[src/rtl/uart_pkg.sv]
// rtl/uart_pkg.sv - shared constants, FSM state type and frame helper for the UART blocks
package uart_pkg;

    localparam int PARITY_NONE = 0;
    localparam int PARITY_EVEN = 1;
    localparam int PARITY_ODD  = 2;

    typedef enum logic [2:0] {
        ST_IDLE   = 3'd0,
        ST_START  = 3'd1,
        ST_DATA   = 3'd2,
        ST_PARITY = 3'd3,
        ST_STOP   = 3'd4
    } rx_state_t;

    // Total bits on the wire for one frame: start + data + optional parity + stop.
    function automatic int frame_bits(input int data_bits, input int parity, input int stop_bits);
        return 1 + data_bits + ((parity != PARITY_NONE) ? 1 : 0) + stop_bits;
    endfunction

endpackage

[src/rtl/uart_baud_tick.sv]
// rtl/uart_baud_tick.sv - free-running oversample tick generator shared by RX and TX
module uart_baud_tick #(
    parameter int CLOCK_FREQ = 27000000,
    parameter int BAUD_RATE  = 1000000,
    parameter int OVERSAMPLE = 16
) (
    input  logic clk,
    input  logic rst,
    output logic tick
);

    localparam int DIVIDER = CLOCK_FREQ / (BAUD_RATE * OVERSAMPLE);
    localparam int CW      = (DIVIDER > 1) ? $clog2(DIVIDER) : 1;
    localparam logic [CW-1:0] LAST = CW'(DIVIDER - 1);

    generate
        if (DIVIDER < 1) begin : g_bad_divider
            $error("uart_baud_tick: clock too slow for BAUD_RATE*OVERSAMPLE");
        end
    endgenerate

    logic [CW-1:0] cnt;

    // Count 0..DIVIDER-1 and wrap; never stops so TX and RX share one phase.
    always_ff @(posedge clk) begin
        if (rst) begin
            cnt <= '0;
        end else if (cnt == LAST) begin
            cnt <= '0;
        end else begin
            cnt <= cnt + 1'b1;
        end
    end

    assign tick = (cnt == LAST);

endmodule

[src/rtl/uart_rx_cfg.sv]
// rtl/uart_rx_cfg.sv - configurable UART receiver with majority sampling and valid/ready output
module uart_rx_cfg
    import uart_pkg::*;
#(
    parameter int CLOCK_FREQ = 27000000,
    parameter int BAUD_RATE  = 1000000,
    parameter int OVERSAMPLE = 16,
    parameter int DATA_BITS  = 8,
    parameter int PARITY     = 0,
    parameter int STOP_BITS  = 1
) (
    input  logic                 clk,
    input  logic                 rst,
    input  logic                 rx,
    output logic [DATA_BITS-1:0] data_out,
    output logic                 valid,
    input  logic                 ready,
    output logic                 parity_err,
    output logic                 frame_err,
    output logic                 overrun
);

    localparam int SW = $clog2(OVERSAMPLE);
    localparam logic [SW-1:0] S_LAST = SW'(OVERSAMPLE - 1);
    localparam logic [SW-1:0] S_M1   = SW'(OVERSAMPLE / 2 - 1);
    localparam logic [SW-1:0] S_MID  = SW'(OVERSAMPLE / 2);
    localparam logic [SW-1:0] S_P1   = SW'(OVERSAMPLE / 2 + 1);
    localparam logic [3:0]    DB_CNT    = 4'(DATA_BITS);
    localparam logic [3:0]    LAST_STOP = 4'(STOP_BITS - 1);
    localparam logic          ODD_SENSE = (PARITY == PARITY_ODD);

    generate
        if (OVERSAMPLE < 8 || OVERSAMPLE > 16 || (OVERSAMPLE % 2) != 0) begin : g_bad_os
            $error("uart_rx_cfg: OVERSAMPLE must be even in 8..16");
        end
        if (DATA_BITS < 5 || DATA_BITS > 9) begin : g_bad_db
            $error("uart_rx_cfg: DATA_BITS must be in 5..9");
        end
        if (PARITY < 0 || PARITY > 2) begin : g_bad_par
            $error("uart_rx_cfg: PARITY must be 0, 1 or 2");
        end
        if (STOP_BITS < 1 || STOP_BITS > 2) begin : g_bad_stop
            $error("uart_rx_cfg: STOP_BITS must be 1 or 2");
        end
    endgenerate

    logic tick;

    uart_baud_tick #(
        .CLOCK_FREQ (CLOCK_FREQ),
        .BAUD_RATE  (BAUD_RATE),
        .OVERSAMPLE (OVERSAMPLE)
    ) u_baud_tick (
        .clk  (clk),
        .rst  (rst),
        .tick (tick)
    );

    logic rx_s1, rx_s2, rx_prev;
    logic [SW-1:0] samp_cnt;
    logic samp_a, samp_b;
    logic [3:0] bit_cnt;
    logic [DATA_BITS-1:0] shreg;
    logic par_err_acc, ferr_acc;

    rx_state_t state, next_state;

    logic clr_samp, shift_en, par_chk, stop_chk, frame_done;
    logic clear_acc, bit_inc, bit_clr;

    // Edge detect and majority use only the synchronized line.
    wire fall      = rx_prev & ~rx_s2;
    wire maj       = (samp_a & samp_b) | (samp_a & rx_s2) | (samp_b & rx_s2);
    wire at_decide = tick && (samp_cnt == S_P1);
    wire at_end    = tick && (samp_cnt == S_LAST);
    wire last_stop = (bit_cnt == LAST_STOP);

    // Two-flop synchronizer plus one history flop for start-edge detection; idle high.
    always_ff @(posedge clk) begin
        if (rst) begin
            rx_s1   <= 1'b1;
            rx_s2   <= 1'b1;
            rx_prev <= 1'b1;
        end else begin
            rx_s1   <= rx;
            rx_s2   <= rx_s1;
            rx_prev <= rx_s2;
        end
    end

    // FSM state register.
    always_ff @(posedge clk) begin
        if (rst) begin
            state <= ST_IDLE;
        end else begin
            state <= next_state;
        end
    end

    // Next-state logic; the last stop bit returns to IDLE at its decision point so a
    // start edge in the second half of that bit is not missed.
    always_comb begin
        next_state = state;
        case (state)
            ST_IDLE: begin
                if (fall) next_state = ST_START;
            end
            ST_START: begin
                if (at_decide && maj)  next_state = ST_IDLE;
                else if (at_end)       next_state = ST_DATA;
            end
            ST_DATA: begin
                if (at_end && bit_cnt == DB_CNT)
                    next_state = (PARITY != PARITY_NONE) ? ST_PARITY : ST_STOP;
            end
            ST_PARITY: begin
                if (at_end) next_state = ST_STOP;
            end
            ST_STOP: begin
                if (at_decide && last_stop) next_state = ST_IDLE;
            end
            default: next_state = ST_IDLE;
        endcase
    end

    // Datapath strobes decoded from the current state.
    always_comb begin
        clr_samp   = (state == ST_IDLE) && fall;
        shift_en   = (state == ST_DATA) && at_decide;
        par_chk    = (state == ST_PARITY) && at_decide;
        stop_chk   = (state == ST_STOP) && at_decide;
        frame_done = stop_chk && last_stop;
        clear_acc  = (state == ST_START);
        bit_inc    = shift_en || stop_chk;
        bit_clr    = ((state != ST_DATA) && (state != ST_STOP)) ||
                     ((state == ST_DATA) && at_end && (bit_cnt == DB_CNT));
    end

    // Sample counter realigns to the start edge, then runs with the oversample tick.
    always_ff @(posedge clk) begin
        if (rst) begin
            samp_cnt <= '0;
        end else if (clr_samp) begin
            samp_cnt <= '0;
        end else if (tick) begin
            samp_cnt <= (samp_cnt == S_LAST) ? '0 : samp_cnt + 1'b1;
        end
    end

    // Capture the two samples before the decision point; the third is the live line.
    always_ff @(posedge clk) begin
        if (rst) begin
            samp_a <= 1'b1;
            samp_b <= 1'b1;
        end else if (tick) begin
            if (samp_cnt == S_M1)  samp_a <= rx_s2;
            if (samp_cnt == S_MID) samp_b <= rx_s2;
        end
    end

    // Counts data bits in DATA and stop bits in STOP.
    always_ff @(posedge clk) begin
        if (rst) begin
            bit_cnt <= '0;
        end else if (bit_clr) begin
            bit_cnt <= '0;
        end else if (bit_inc) begin
            bit_cnt <= bit_cnt + 1'b1;
        end
    end

    // LSB-first shift: after DATA_BITS shifts the first bit sits in bit 0.
    always_ff @(posedge clk) begin
        if (rst) begin
            shreg <= '0;
        end else if (shift_en) begin
            shreg <= {maj, shreg[DATA_BITS-1:1]};
        end
    end

    // Per-frame error accumulators, cleared while the start bit is being qualified.
    always_ff @(posedge clk) begin
        if (rst) begin
            par_err_acc <= 1'b0;
            ferr_acc    <= 1'b0;
        end else if (clear_acc) begin
            par_err_acc <= 1'b0;
            ferr_acc    <= 1'b0;
        end else begin
            if (par_chk)         par_err_acc <= (^shreg) ^ maj ^ ODD_SENSE;
            if (stop_chk && !maj) ferr_acc   <= 1'b1;
        end
    end

    // Output holding register with valid/ready handshake and overrun tracking.
    always_ff @(posedge clk) begin
        if (rst) begin
            data_out   <= '0;
            valid      <= 1'b0;
            parity_err <= 1'b0;
            frame_err  <= 1'b0;
            overrun    <= 1'b0;
        end else if (frame_done && (!valid || ready)) begin
            data_out   <= shreg;
            parity_err <= par_err_acc;
            frame_err  <= ferr_acc | ~maj;
            valid      <= 1'b1;
            overrun    <= 1'b0;
        end else if (frame_done) begin
            overrun    <= 1'b1;
        end else if (valid && ready) begin
            valid      <= 1'b0;
            overrun    <= 1'b0;
        end
    end

endmodule
[config.mk]
export PLATFORM = sky130hd
export DESIGN_NAME = uart_rx_cfg
export DESIGN_NICKNAME = d
export VERILOG_FILES = /design/src/rtl/uart_pkg.sv /design/src/rtl/uart_baud_tick.sv /design/src/rtl/uart_rx_cfg.sv
export SDC_FILE = /design/constraint.sdc
export NUM_CORES = 1
export LEC_CHECK = 0
export CAP_MARGIN = 40
export CORE_MARGIN = 1.5
export CORE_UTILIZATION = 51
export DETAILED_ROUTE_END_ITERATION = 8
export GPL_ROUTABILITY_DRIVEN = 0
export PLACE_DENSITY = 0.73
export SYNTH_ARGS = -nofsm -noshare
export SYNTH_HDL_FRONTEND = slang
export SYNTH_SLANG_ARGS = --single-unit
[constraint.sdc]
create_clock -name clk -period 1.6 [get_ports clk]
set_input_delay 0.32 -clock clk [delete_from_list [all_inputs] [get_ports clk]]
set_output_delay 0.32 -clock clk [all_outputs]
set_load 0.05 [all_outputs]
### After elaboration in Yosys (flattened, before gate mapping)

Index checks and enable logic that the tools add are counted.

| storage, ports and cells | value |
|---|---|
| output and inout port bits | 12 |
| flip-flop bits (word level) | 39 |
| bits of input ports | 4 |

| operators by class | value |
|---|---|
| eq/ne operators | 17 |
| bitwise operators | 11 |
| reductions and logical operators | 35 |
| muxes and demuxes | 12 |
| add/subtract/negate cells | 3 |

Operators with widths:

| cell | count |
|---|---|
| $mux W3 | 6 |
| $eq A4 B4 Y1 const B | 4 |
| $logic_and A1 B1 Y1 | 16 |
| $pmux W3 S5 | 1 |
| $reduce_or A2 Y1 | 5 |
| $add A4 B1 Y4 const B | 2 |
| $ne A2 B2 Y1 const B | 4 |
| $reduce_xor A8 Y1 | 1 |
| $eq A3 B2 Y1 const B | 2 |
| $reduce_and A2 Y1 | 3 |
| $reduce_and A5 Y1 | 1 |
| $and A1 B1 Y1 | 4 |
| $eq A4 B3 Y1 const B | 1 |
| $logic_not A4 Y1 | 1 |
| $mux W1 | 4 |
| $mux W4 | 1 |
| $reduce_bool A2 Y1 | 2 |
| $eq A3 B1 Y1 const B | 1 |
| $eq A3 B3 Y1 const B | 1 |
| $logic_not A3 Y1 | 1 |
| $logic_or A1 B1 Y1 | 3 |
| $ne A3 B1 Y1 const B | 1 |
| $ne A3 B2 Y1 const B | 1 |
| $ne A3 B3 Y1 const B | 1 |
| 6 further kinds | 11 |

### Longest topological paths before layout

Gate-level depths: netlist of run 1.

| logic depth | value |
|---|---|
| depth after elaboration | 7 |
| gate-level depth with buffers | 8 |
| depth with buffers taken out | 7 |

### By module

Synthesis of run 1 repeated with hierarchy kept, for this count alone.

| unflattened totals | value |
|---|---|
| cells, all modules | 198 |
| area total of the unflattened synthesis | 1,819.2 sq um |

Modules (own cells, without submodules):

| module | seq. area each (sq um) | cells an instance | area an instance (sq um) | times used |
|---|---|---|---|---|
| uart_rx_cfg | 760.7 | 195 | 1,791.7 | 1 |
| uart_baud_tick | 20.0 | 3 | 27.5 | 1 |

### Worst setup path after synthesis of run 1

No wires, ideal clock.

| timing path | value |
|---|---|
| path kind | register -> register |
| start point | register samp_cnt[0] |
| end point | register state[0] |
| path buffers | 0 |
| setup time | 0.123 ns |
| slack | -0.120 ns |
| data required time | 1.477 ns |
| clock period less this slack | 1.720 ns |
| stages on the path, launching flop included | 7 |
| arrival | 1.597 ns |
| cells stage by stage | dfxtp_1 > ha_1 > and4b_1 > o32ai_1 > nor2_2 > o21ai_2 > mux2_1 |

| on the way | value |
|---|---|
| word-level cells in the longest chain between the ends | 5 |
| elaborated cells on any way between the ends | 14 |

RTL lines:

| what | RTL line | RTL |
|---|---|---|
| start: declaration | uart_rx_cfg.sv:60 | `logic [SW-1:0] samp_cnt;` |
| start signal: assignment | uart_rx_cfg.sv:146 | `samp_cnt <= (samp_cnt == S_LAST) ? '0 : samp_cnt + 1'b1;` |
| $eq A4 B4 Y1, on equally long branches | uart_rx_cfg.sv:74, uart_rx_cfg.sv:75 |  |
| $logic_and A1 B1 Y1, on equally long branches | uart_rx_cfg.sv:74, uart_rx_cfg.sv:75 |  |
| $logic_and A1 B1 Y1, on equally long branches | uart_rx_cfg.sv:109, uart_rx_cfg.sv:113, uart_rx_cfg.sv:120 |  |
| $ne A3 B1 Y1 (no line), or another cell as far along | - |  |
| $reduce_and A5 Y1 (no line) or $pmux W3 S5 (tied branches) | - |  |
| end signal: assignment | uart_rx_cfg.sv:96 | `state <= next_state;` |
| end: declaration | uart_rx_cfg.sv:66 | `rx_state_t state, next_state;` |

Several ways; a longest one is shown, not always the timed one.
A chain may end at the register's enable or synchronous reset.

### Worst setup path in the final report of run 1

Same ends and word-level chain as after synthesis.

==> flow_metrics.tcl, run 1 <==
set metrics [dict create \
    gr-usage-all-layers_pct 20.1 \
    htree_num_levels 2 \
    tritoncts "built" \
    outcome "finished with violations" \
    worstHoldPathCells 1 \
    power_per_cell_area_mw_per_mm2 798 \
    fin_nets 241 \
    routed_via_count 1462 \
    rsz0062_at_grt "true" \
    pre_cts_ws_ps -67.1 \
    period_share_pct 103 \
    num_rows 21 \
    min_from "rx_s1" \
    numClockSinks 39 \
    synth_fp_nets 199 \
    hold_viol_final 0 \
    filler_cell_count 259 \
    clock_skew_ps 7.46 \
    kind_of_launch_point_of_the_worst_setup_path "register" \
    post_synth_instance_area_mm2 0.00179 \
    num_io_pins 16 \
    post_dp_cell_area_mm2 0.00214 \
    timing.critical_path.required_ps 1830 \
    overflow 0 \
    synth_edf_count 0 \
    final_max_slew_viol_count 0 \
    grt_max_degree 12 \
    design.die.area_mm2 0.00388 \
    cts.reportedPaths.clkPinSlew_ps 100 \
    worstSetupPathType "reg -> reg" \
    finalWorstPathRequiredPeriod_ps 1640 \
    ys_types 48 \
    antenna_found_initial 0 \
    vias_in_the_first_global_route 1410 \
    floorplan.die.width_um 62.3 \
    detailedPlacementHpwl_um 2610 \
    place.port_buffers 15 \
    drt-initial-drc-count 97 \
    setup_viol 1 \
    number_of_buffers_inserted_during_clock_tree_synthesis 5 \
    cap_violations 0 \
    p_total_mw 1.88 \
    synthToLayoutAreaGrowth_pct 31.6 \
    wl_per_cell_um 13.2 \
    postSynthAreaPerCell_um2 9.43 \
    synth_cells 190 \
    r2r-start "samp_cnt[0]" \
    worstRegToRegCells 6 \
    critical_path_arrival_ps 1870 \
    yosysWarningCount 0 \
    route.final.wire_length_um 3680 \
    number_of_detailed_routing_iterations_run_before_antenna_repair 4 \
    drtAntennaViolNets 0 \
    final_layout_size_suffix_gt1_share_pct 35.6 \
    clk-insertion-delay-late_ps 340 \
    insertedDiodeCount 0 \
    ff2ff_setup_slack_ps -40 \
    synth-async-reset-ratio_pct 0 \
    viasPerCell 5.24 \
    cellLeakagePower_nw 0.894 \
    final_critical_path_setup_slack_ps -40.1 \
    worstHoldEndpoint "rx_s2" \
    die_height_um 62.3 \
    synth.ff_latch_count 39 \
    ir_worst_vdd_uv 591 \
    starting_density_pct 53.3 \
    clock.fmax_mhz 610 \
    cp_max_fo 3 \
    cts.path.max_buffers 2 \
    drt_drc_violations_left 0 \
    synth_flop_cell "dfxtp_1" \
    setup_tns_ps -40.1 \
    core_region_area_mm2 0.00336 \
    seq_area_frac_synth_pct 43.6 \
    timing.critical_path.to_type "register" \
    cts.root.buffer_cell "clkbuf_4" \
    worst_flop_to_flop_path_endpoint "state[0]" \
    worst_case_hold_slack_ps 421 \
    final_std_cell_area_no_fill_mm2 0.00236 \
    grt_first_pass_wirelength_um 6160 \
    failed_checks "negative setup slack" \
    worstHoldPathType "reg -> reg" \
]
[through the flow]
step                std cells  utilization [%]
floorplan                 190                -
global placement          268             63.5
detailed placement        268             63.5
CTS                       276             66.0
global route              279             70.1
finish                    279             70.1
[power breakdown]
part	leakage [nW]	switching (mW)	internal (mW)
registers	0.318	0.0178	0.995
logic	0.538	0.168	0.143
clock network	0.0386	0.300	0.259
total	0.894	0.485	1.40
[layout by cell type (no fill, tap or decap), types with 2 or more instances in the layout]
cell type	netlist	layout
dfxtp_1	39	35
buf_4	1	34
nand2_1	15	14
nor2_1	15	14
mux2i_1	13	13
a21oi_1	15	10
nand3_1	11	9
xnor2_1	8	8
nor3_1	7	6
nor2b_1	5	5
a21oi_2	0	5
clkbuf_4	0	5
inv_1	6	4
nand2b_1	4	4
buf_6	2	4
inv_2	1	3
or2_2	3	3
dfxtp_2	0	3
clkdlybuf4s50_1	0	3
a211oi_1	2	2
nand3_2	0	2
or3_1	2	2
nor2_2	1	2
xor2_1	2	2
ha_2	0	2
ha_1	5	2
clkbuf_8	0	2
[worst max path at each step]
stage / startpoint / end / slack (ps) / cells past startpoint
floorplan: samp_cnt[1] / state[0] / -50 / 7
global placement: samp_cnt[1] / state[0] / -30 / 7
detailed placement: samp_cnt[1] / state[0] / -70 / 7
CTS: samp_cnt[1] / samp_cnt[2] / -60 / 7
global route: samp_cnt[0] / state[0] / -100 / 6
finish: samp_cnt[0] / state[0] / -40 / 6
[registers in the layout, summed over array words and instances (netlist names)]
register / count
samp_b: 1
shreg: 8
rx_prev: 1
valid: 1
parity_err: 1
samp_a: 1
u_baud_tick.cnt: 1
rx_s1: 1
ferr_acc: 1
par_err_acc: 1
overrun: 1
bit_cnt: 4
data_out: 8
state: 3
rx_s2: 1
frame_err: 1
samp_cnt: 4
[cell families after synthesis]
family / after synthesis / synth area share (%)
AOI/OAI and AO/OA: 31 / 11.4
xor gates and xnor gates: 11 / 6.15
adders and majority gates: 6 / 4.05
buffers and inverters: 14 / 3.98
DFF: 39 / 43.6
muxes: 14 / 7.89
other: 1 / 0.209
and+or+nand+nor: 74 / 22.8
[worst max-delay path, stage by stage (launching register included)]
cell     delay (ps)
dfxtp_4         370
ha_2            190
and4b_2         240
o32ai_4         260
nor2_2           90
o21ai_2          80
mux2_4          310
[repair_timing]
| action | CTS | global route |
|---|---|---|
| gates resized for setup | 4 | 32 |
| hold buffers | 0 | 0 |
| pin swaps | 2 | 12 |
| endpoints found under the setup margin | 19 | 32 |
| gates cloned | 0 | 1 |
| buffers inserted | 0 | 2 |
[per-layer routing]
| metal | global-route usage [%] | up-vias | wire length, µm |
|---|---|---|---|
| met5 | 0 | - | 0 |
| met2 | 34.4 | 22 | 1880 |
| met3 | 6.16 | 6 | 121 |
| met4 | 8.61 | 0 | 58 |
| li1 | - | 743 | - |
| met1 | 23.1 | 691 | 1620 |
[area by class of cell]
type / count / area (µm²) / area share [%]
clock buffer: 8 / 68.8 / 2.92
inverter: 7 / 26.3 / 1.11
multi-input combinational: 137 / 1070 / 45.3
sequential: 39 / 788 / 33.4
tap: 46 / 57.6 / 2.44
timing repair buffer: 42 / 350 / 14.9
[synthesized netlist by cell type (all sizes together), types with 4 or more instances]
cell | instances | area (µm²)
nand3 | 11 | 55.1
nor3 | 7 | 35.0
xnor2 | 8 | 70.1
nor2b | 5 | 31.3
mux2i | 13 | 130
inv | 7 | 26.3
dfxtp | 39 | 781
clkbuf | 4 | 15.0
a21oi | 15 | 75.1
ha | 5 | 62.6
nor2 | 17 | 82.6
nand2b | 4 | 25.0
nand2 | 16 | 62.6
Power figures use the tool's default switching activity.
==> run 2: changes to the inputs <==
--- a/config.mk
+++ b/config.mk
@@ -6,7 +6,6 @@
 export NUM_CORES = 1
 export LEC_CHECK = 0
 export CAP_MARGIN = 40
-export CORE_MARGIN = 1.5
 export CORE_UTILIZATION = 51
 export DETAILED_ROUTE_END_ITERATION = 8
 export GPL_ROUTABILITY_DRIVEN = 0
==> flow_metrics.tcl, run 2 (same netlist as run 1, synthesis figures left out) <==
set metrics [dict create \
    outcome "finished with violations" \
    failed_checks "negative setup slack" \
    final_layout_size_suffix_gt1_share_pct 36.6 \
    final_max_slew_viol_count 0 \
    post_dp_cell_area_mm2 0.00214 \
    place.port_buffers 15 \
    clock_skew_ps 10.6 \
    floorplan.die.width_um 61.3 \
    drt_drc_violations_left 0 \
    registers_with_the_highest_flip_flop_counts "data_out: 8 flops, shreg: 8 flops" \
    starting_density_pct 53.3 \
    numClockSinks 39 \
    number_of_detailed_routing_iterations_run_before_antenna_repair 4 \
    num_io_pins 16 \
    synthToLayoutAreaGrowth_pct 33.2 \
    clk-insertion-delay-late_ps 350 \
    clock.fmax_mhz 600 \
    grt_first_pass_wirelength_um 6180 \
    cp-endpoint "overrun" \
    cts.path.max_buffers 2 \
    worstHoldPathType "reg -> reg" \
    power_per_cell_area_mw_per_mm2 778 \
    dp_cells 268 \
    cellLeakagePower_nw 0.913 \
    finalWorstPathRequiredPeriod_ps 1670 \
    critical_path_arrival_ps 1910 \
    timing.critical_path.to_type "register" \
    layout.cells.most_common "buf_4" \
    viasPerCell 5.37 \
    detailedPlacementHpwl_um 2720 \
    worst_flop_to_flop_path_endpoint "overrun" \
    htree_num_levels 2 \
    core_region_area_mm2 0.00336 \
    r2r-start "samp_cnt[1]" \
    wl_per_cell_um 14.4 \
    drtAntennaViolNets 0 \
    number_of_buffers_inserted_during_clock_tree_synthesis 5 \
    routed_via_count 1525 \
    cts.root.buffer_cell "clkbuf_4" \
    final_std_cell_area_no_fill_mm2 0.00239 \
    pre_cts_ws_ps -74.2 \
    setup_viol 4 \
    kind_of_launch_point_of_the_worst_setup_path "register" \
    startpoint "samp_cnt[1]" \
    die_height_um 61.3 \
    ir_worst_vdd_uv 707 \
    worstRegToRegCells 7 \
    final_cell_count_no_fill 284 \
    antenna_found_initial 0 \
    design.die.area_mm2 0.00375 \
    final_critical_path_setup_slack_ps -65.3 \
    hold_viol_final 0 \
    insertedDiodeCount 0 \
    drt-initial-drc-count 85 \
    worst_case_hold_slack_ps 426 \
    cap_violations 0 \
    post_cts_hold_buffer_count 0 \
    cts.reportedPaths.clkPinSlew_ps 110 \
    grt_max_degree 13 \
    period_share_pct 104 \
    tritoncts "built" \
    num_rows 21 \
    gr-usage-all-layers_pct 23.0 \
    overflow 0 \
    mostFrequentLayoutCells "40 x buf_4, 35 x dfxtp_1, 15 x nor2_1" \
    post-route-util_pct 71.0 \
    vias_in_the_first_global_route 1427 \
    timing.critical_path.required_ps 1840 \
    worstSetupPathType "reg -> reg" \
    ff2ff_setup_slack_ps -70 \
    rsz0062_at_grt "true" \
    route.final.wire_length_um 4080 \
    cp_max_fo 6 \
    fin_nets 246 \
]
## run 2: cell count changes in the layout (fill, tap and decap cells not counted), moves of 2 or more
cell	change
a21oi_1	+2
a21oi_2	-2
buf_4	+6
buf_6	-2
clkbuf_8	-2
## run 2: worst min-delay path by stage
| stage | startpoint | end | slack (ps) | depth (start not counted) |
|---|---|---|---|---|
| after floorplan | rx_s1 | rx_s2 | 390 | 1 |
| after CTS | rx_s1 | rx_s2 | 430 | 1 |
| after global routing | rx_s1 | rx_s2 | 450 | 1 |
| after global placement | rx_s1 | rx_s2 | 400 | 1 |
| after detailed placement | rx_s1 | rx_s2 | 400 | 1 |
| final | rx_s1 | rx_s2 | 430 | 1 |
## run 2: routing by layer
metal | global-route usage, % | routed length (µm)
met1 | 24.5 | 1650
met2 | 40.7 | 2170
met3 | 7.56 | 178
met4 | 11.4 | 93
met5 | 0 | 0
## run 2: critical path, cell delays in order (launching register included)
cell,delay [ps]
dfxtp_2,350
inv_2,70
ha_4,120
and4bb_4,280
and4_4,310
buf_6,130
mux2i_1,230
a211oi_1,70
## run 2: per-stage QoR
step | total power [mW] | TNS, ps
2_1_floorplan | 1.19 | -50.3
3_5_place_dp | 1.29 | -310
5_1_grt | 1.94 | -731
4_1_cts | 1.81 | -56.5
6_report | 1.86 | -141
3_3_place_gp | 1.27 | -27.8
## run 2: final cells by class
class	count	area, µm²
fill	263	976
sequential	39	786
clock buffer	7	45.0
tap	46	57.6
multi-input combinational	138	1090
inverter	7	26.3
timing repair buffer	46	373
clock inverter	1	5.00
## run 2: what timing repair did
item,in CTS,in global routing
setup buffers,2,4
setup endpoints to repair,16,28
gates resized for setup,10,24
cloned,0,2
pin swaps,6,6
## run 2: where the power goes
part           switching [mW]  internal, mW
combinational           0.205         0.166
clock                   0.305         0.171
sequential             0.0174         0.994
total                   0.527          1.33
